==> src/rtl/rv32_pkg.sv <==
// Shared RV32 decode constants, history entry type and opcode classification
// used by the decode-stage hazard/forwarding unit.
package rv32_pkg;

    localparam logic [4:0] OP_R      = 5'b01100;
    localparam logic [4:0] OP_IMM    = 5'b00100;
    localparam logic [4:0] OP_LOAD   = 5'b00000;
    localparam logic [4:0] OP_STORE  = 5'b01000;
    localparam logic [4:0] OP_BRANCH = 5'b11000;
    localparam logic [4:0] OP_JAL    = 5'b11011;
    localparam logic [4:0] OP_JALR   = 5'b11001;
    localparam logic [4:0] OP_LUI    = 5'b01101;
    localparam logic [4:0] OP_AUIPC  = 5'b00101;

    localparam int SEL_RF       = 0;
    localparam int SEL_PC_IMM   = 1;
    localparam int SEL_FWD_BASE = 1;

    typedef struct packed {
        logic       v;
        logic [4:0] rd;
        logic       ld;
    } hist_entry_t;

    typedef struct packed {
        logic use_rs1;
        logic use_rs2;
        logic writes_rd;
        logic is_load;
        logic is_branch;
        logic def_a;
        logic def_b;
    } op_class_t;

    function automatic op_class_t decode_class(input logic [4:0] op);
        op_class_t c;
        c = '0;
        case (op)
            OP_R:      begin c.use_rs1 = 1'b1; c.use_rs2 = 1'b1; c.writes_rd = 1'b1; end
            OP_IMM:    begin c.use_rs1 = 1'b1; c.writes_rd = 1'b1; c.def_b = 1'b1; end
            OP_LOAD:   begin c.use_rs1 = 1'b1; c.writes_rd = 1'b1; c.is_load = 1'b1; c.def_b = 1'b1; end
            OP_JALR:   begin c.use_rs1 = 1'b1; c.writes_rd = 1'b1; c.def_b = 1'b1; end
            OP_STORE:  begin c.use_rs1 = 1'b1; c.use_rs2 = 1'b1; c.def_b = 1'b1; end
            OP_BRANCH: begin c.use_rs1 = 1'b1; c.use_rs2 = 1'b1; c.is_branch = 1'b1; end
            OP_LUI:    begin c.writes_rd = 1'b1; c.def_b = 1'b1; end
            OP_AUIPC:  begin c.writes_rd = 1'b1; c.def_a = 1'b1; c.def_b = 1'b1; end
            OP_JAL:    begin c.writes_rd = 1'b1; c.def_a = 1'b1; c.def_b = 1'b1; end
            default:   c = '0;
        endcase
        return c;
    endfunction

endpackage

==> src/rtl/rd_history.sv <==
// Shift register of destination-register records for the last DEPTH issued
// instructions; entry 0 is the instruction currently in EX.
module rd_history
    import rv32_pkg::*;
#(
    parameter int DEPTH = 2
) (
    input  logic                     clk,
    input  logic                     rst,
    input  logic                     i_push,
    input  logic                     i_bubble,
    input  logic                     i_kill0,
    input  hist_entry_t              i_entry,
    output hist_entry_t [DEPTH-1:0]  o_hist
);

    hist_entry_t [DEPTH-1:0] r_hist;
    hist_entry_t [DEPTH-1:0] w_next;

    // Next history: new entry at the head, older entries shift down; a squashed EX entry is cleared.
    always_comb begin
        w_next = r_hist;
        if (i_push) begin
            if (i_bubble) begin
                w_next[0] = '0;
            end else begin
                w_next[0] = i_entry;
            end
            for (int i = 1; i < DEPTH; i++) begin
                if (i == 1 && i_kill0) begin
                    w_next[i] = '0;
                end else begin
                    w_next[i] = r_hist[i-1];
                end
            end
        end else begin
            w_next = r_hist;
        end
    end

    // History register with asynchronous clear.
    always_ff @(posedge clk or posedge rst) begin
        if (rst) begin
            r_hist <= '0;
        end else begin
            r_hist <= w_next;
        end
    end

    assign o_hist = r_hist;

endmodule

==> src/rtl/hazard_fwd_unit.sv <==
// Decode-stage hazard unit: per-operand forwarding selects from the recent
// destination history, one-cycle load-use stall, and flush handling.
module hazard_fwd_unit
    import rv32_pkg::*;
#(
    parameter int DEPTH = 2,
    parameter int SELW  = 3
) (
    input  logic            clk,
    input  logic            rst,
    input  logic            instr_valid,
    input  logic [31:0]     instr,
    input  logic            flush,
    output logic            stall,
    output logic [SELW-1:0] sel_a,
    output logic [SELW-1:0] sel_b,
    output logic [SELW-1:0] sel_cmp_a,
    output logic [SELW-1:0] sel_cmp_b
);

    op_class_t               w_cls;
    logic [4:0]              w_rs1;
    logic [4:0]              w_rs2;
    logic [4:0]              w_rd;
    hist_entry_t [DEPTH-1:0] w_hist;
    hist_entry_t             w_entry;
    logic [SELW-1:0]         w_fwd1;
    logic [SELW-1:0]         w_fwd2;
    logic                    w_ld_hit;
    logic                    w_push;
    logic                    w_bubble;
    logic                    w_unused_bits;

    assign w_cls         = decode_class(instr[6:2]);
    assign w_rs1         = instr[19:15];
    assign w_rs2         = instr[24:20];
    assign w_rd          = instr[11:7];
    assign w_unused_bits = ^{instr[31:25], instr[14:12], instr[1:0]};

    // Scan oldest to youngest so the youngest matching producer is the one kept.
    function automatic logic [SELW-1:0] fwd_sel(input logic [4:0] rs, input logic used,
                                                 input hist_entry_t [DEPTH-1:0] h);
        logic [SELW-1:0] s;
        s = SELW'(SEL_RF);
        if (used && rs != 5'd0) begin
            for (int k = DEPTH; k >= 1; k--) begin
                if (h[k-1].v && h[k-1].rd == rs) begin
                    s = SELW'(SEL_FWD_BASE + k);
                end else begin
                    s = s;
                end
            end
        end else begin
            s = SELW'(SEL_RF);
        end
        return s;
    endfunction

    assign w_fwd1 = fwd_sel(w_rs1, instr_valid & w_cls.use_rs1, w_hist);
    assign w_fwd2 = fwd_sel(w_rs2, instr_valid & w_cls.use_rs2, w_hist);

    // Load-use: the EX instruction is a load whose result a used source needs.
    always_comb begin
        w_ld_hit = 1'b0;
        if (instr_valid && !flush && w_hist[0].v && w_hist[0].ld) begin
            w_ld_hit = (w_cls.use_rs1 && w_rs1 != 5'd0 && w_hist[0].rd == w_rs1) ||
                       (w_cls.use_rs2 && w_rs2 != 5'd0 && w_hist[0].rd == w_rs2);
        end else begin
            w_ld_hit = 1'b0;
        end
    end

    // Operand selects: defaults per class, forwarding overrides; branches forward only to the comparator.
    always_comb begin
        stall     = w_ld_hit;
        sel_a     = SELW'(SEL_RF);
        sel_b     = SELW'(SEL_RF);
        sel_cmp_a = SELW'(SEL_RF);
        sel_cmp_b = SELW'(SEL_RF);
        if (!instr_valid) begin
            sel_a = SELW'(SEL_RF);
        end else if (w_cls.is_branch) begin
            sel_a     = SELW'(SEL_PC_IMM);
            sel_b     = SELW'(SEL_PC_IMM);
            sel_cmp_a = w_fwd1;
            sel_cmp_b = w_fwd2;
        end else begin
            if (w_fwd1 != SELW'(SEL_RF)) begin
                sel_a = w_fwd1;
            end else begin
                sel_a = w_cls.def_a ? SELW'(SEL_PC_IMM) : SELW'(SEL_RF);
            end
            if (w_fwd2 != SELW'(SEL_RF)) begin
                sel_b = w_fwd2;
            end else begin
                sel_b = w_cls.def_b ? SELW'(SEL_PC_IMM) : SELW'(SEL_RF);
            end
        end
    end

    assign w_push   = instr_valid | flush;
    assign w_bubble = w_ld_hit | flush;
    assign w_entry  = '{v: w_cls.writes_rd & (w_rd != 5'd0), rd: w_rd, ld: w_cls.is_load};

    rd_history #(
        .DEPTH (DEPTH)
    ) u_hist (
        .clk      (clk),
        .rst      (rst),
        .i_push   (w_push),
        .i_bubble (w_bubble),
        .i_kill0  (flush),
        .i_entry  (w_entry),
        .o_hist   (w_hist)
    );

endmodule
==> config.mk <==
export PLATFORM = sky130hd
export DESIGN_NAME = hazard_fwd_unit
export DESIGN_NICKNAME = d
export VERILOG_FILES = /design/src/rtl/rv32_pkg.sv /design/src/rtl/rd_history.sv /design/src/rtl/hazard_fwd_unit.sv
export SDC_FILE = /design/constraint.sdc
export NUM_CORES = 1
export LEC_CHECK = 0
export CORE_MARGIN = 2
export CORE_UTILIZATION = 30
export DETAILED_ROUTE_END_ITERATION = 8
export DONT_BUFFER_PORTS = 1
export GPL_ROUTABILITY_DRIVEN = 0
export PLACE_DENSITY = 0.54
export SETUP_SLACK_MARGIN = 0.4
export SKIP_CTS_REPAIR_TIMING = 1
export SYNTH_ARGS = -nofsm -noshare
export SYNTH_HDL_FRONTEND = slang
export SYNTH_HIERARCHICAL = 1
export SYNTH_SLANG_ARGS = --single-unit
==> constraint.sdc <==
create_clock -name clk -period 2.1 [get_ports clk]
set_input_delay 0.42 -clock clk [delete_from_list [all_inputs] [get_ports clk]]
set_output_delay 0.42 -clock clk [all_outputs]
set_load 0.005 [all_outputs]
==> impl_metrics.env <==
export IMPL_place_ws_ns=0.0691
export IMPL_antenna_found_initial=0
export IMPL_met1_usage_pct=18.1
export IMPL_worstPathCellList="buf_4 -> xor2_1 -> nor4_2 -> nand3_2 -> buf_4 -> a21oi_2"
export IMPL_met3_usage_pct=2.05
export IMPL_vdd_drop_max_mv=0.311
export IMPL_drive_above_1_share_pct=31.4
export IMPL_tritoncts="built"
export IMPL_synth_area_per_cell_sq_um=8.67
export IMPL_dp_cells=177
export IMPL_leakagePower_nw=0.568
export IMPL_setup_tns_ns=0
export IMPL_layout_nets=177
export IMPL_dr_total_vias=1023
export IMPL_regToRegStartpoint="u_hist/o_hist[5]$_DFFE_PP0P_"
export IMPL_hpwlAfterDp_mm=2.37
export IMPL_postLayoutCoreUtil_pct=38.0
export IMPL_largest_reg_flops=13
export IMPL_period_needed_ns=2.09
export IMPL_clock_skew_ns=0.000786
export IMPL_end_kind="primary output"
export IMPL_finalWirelength_mm=2.99
export IMPL_worstHoldPathType="in -> async"
export IMPL_required_ns=1.68
export IMPL_hold_viol_final=0
export IMPL_firstDrtPassIters=4
export IMPL_placed_area_sq_mm=0.00119
export IMPL_wire_per_inst_microns=15.9
export IMPL_via_per_inst=5.44
export IMPL_cap_viol_max_count=0
export IMPL_cp_startpoint="u_hist/o_hist[9]$_DFFE_PP0P_"
export IMPL_grt_most_used_layer="met2"
export IMPL_htreeDepth=1
export IMPL_rsz0062_at_grt="yes"
export IMPL_io_pins=49
export IMPL_clk_pin_slew_ns=0.05
export IMPL_final_area_sq_mm=0.00139
export IMPL_p_total_uw=659
export IMPL_cts_inserted_buffers=3
export IMPL_ant_nets=0
export IMPL_io_buffers=0
export IMPL_grt_ovfl_total=0
export IMPL_diodes=0
export IMPL_slew_viol_final=0
export IMPL_fin_hold_ws_ns=0.0815
export IMPL_clockBufferDepth=2
export IMPL_grtUsageTotal_pct=14.2
export IMPL_worst_setup_path_start_kind="flop"
export IMPL_start_util_pct=31.0
export IMPL_ys_warn_count=6
export IMPL_fmax_mhz=478
export IMPL_fp_dieW_microns=65.5
export IMPL_cts_sinks=13
export IMPL_crit_slowest_cell="dfrtp_2"
export IMPL_synth_area_sq_mm=0.00114
export IMPL_grt_pass1_vias=971
export IMPL_die_height_microns=65.5
export IMPL_status="complete, no violations"
export IMPL_crit_arrival_ns=1.67
export IMPL_coreArea_sq_mm=0.00366
export IMPL_period_share_pct=99.6
export IMPL_grt_max_degree=14
export IMPL_syn_to_final_growth_pct=22.6
export IMPL_finalSetupViolations=0
export IMPL_critPathKind="reg -> out"
export IMPL_clockRootBuffer="clkbuf_8"
export IMPL_drt_initial_drc_count=68
export IMPL_cp_common_cell="buf_4"
export IMPL_syn_inst=131
export IMPL_max_stage_delay_ns=0.43
export IMPL_clock_latency_ns=0.24
export IMPL_worst_slack_ns=0.00899
export IMPL_cp_max_fo=4
export IMPL_drc=0
export IMPL_final_cells=188
export IMPL_num_rows=22
export IMPL_met2_usage_pct=22.7
export IMPL_power_density_mw_per_mm2=474
export IMPL_grt_pass1_wl_mm=4.64
export IMPL_die_area_sq_mm=0.00430
power by group:
part           total (mW)  switching [mW]  internal [mW]
clock network       0.224          0.0895          0.134
logic               0.147          0.0743         0.0732
registers           0.288          0.0219          0.266
layout by cell type (no fill, tap or decap), types with 2 or more instances in the layout:
cell and count:
xnor2_1 2, conb_1 4, nor3_2 2, a21oi_1 2
nor2_2 2, and3_1 2, o2bb2ai_1 5, dfrtp_2 4
nand3_2 2, nand4_1 3, inv_1 3, clkbuf_8 3
xor2_1 17, dfrtp_1 9, a22o_1 8, buf_4 11
a21oi_2 3, nand2_1 9, xor2_2 2, or2_1 2
nor4_2 2, nor3_1 5, nand3_1 5, nor2_1 5
critical path, delay by kind of cell, from the launching register on:
family	cells	cell delay, ns
buf+inv	2	0.33
compound gates	1	0.13
flops	1	0.43
simple gates	2	0.38
xor+xnor	1	0.16
per-layer routing:
layer | part of all wire, % | vias to the layer above
li1 | - | 488
met1 | 45 | 499
met2 | 49 | 32
met3 | 4.9 | 4
met4 | 1.7 | 0
met5 | 0 | -
layout make-up:
cell class / count / area, sq um
fill: 361 / 2270
timing repair buffer: 11 / 82.6
tap: 48 / 60.1
clock buffer: 4 / 45.0
multi-input combinational: 108 / 860
sequential: 13 / 330
inverter: 4 / 15.0
worst paths after layout:
check | end | slack (ns) | depth (start not counted)
max | sel_cmp_a[1] | 0.009 | 6
min reg2reg | u_hist/o_hist[0]$_DFFE_PP0P_ | 0.51 | 1
max in group asynchronous | u_hist/o_hist[9]$_DFFE_PP0P_ | 1.66 | 1
max reg2reg | u_hist/o_hist[2]$_DFFE_PP0P_ | 0.28 | 6
min in group clk | u_hist/o_hist[12]$_DFFE_PP0P_ | 0.26 | 1
min | u_hist/o_hist[4]$_DFFE_PP0P_ | 0.08 | 1
Note: power is estimated with default switching activity, not from simulation.
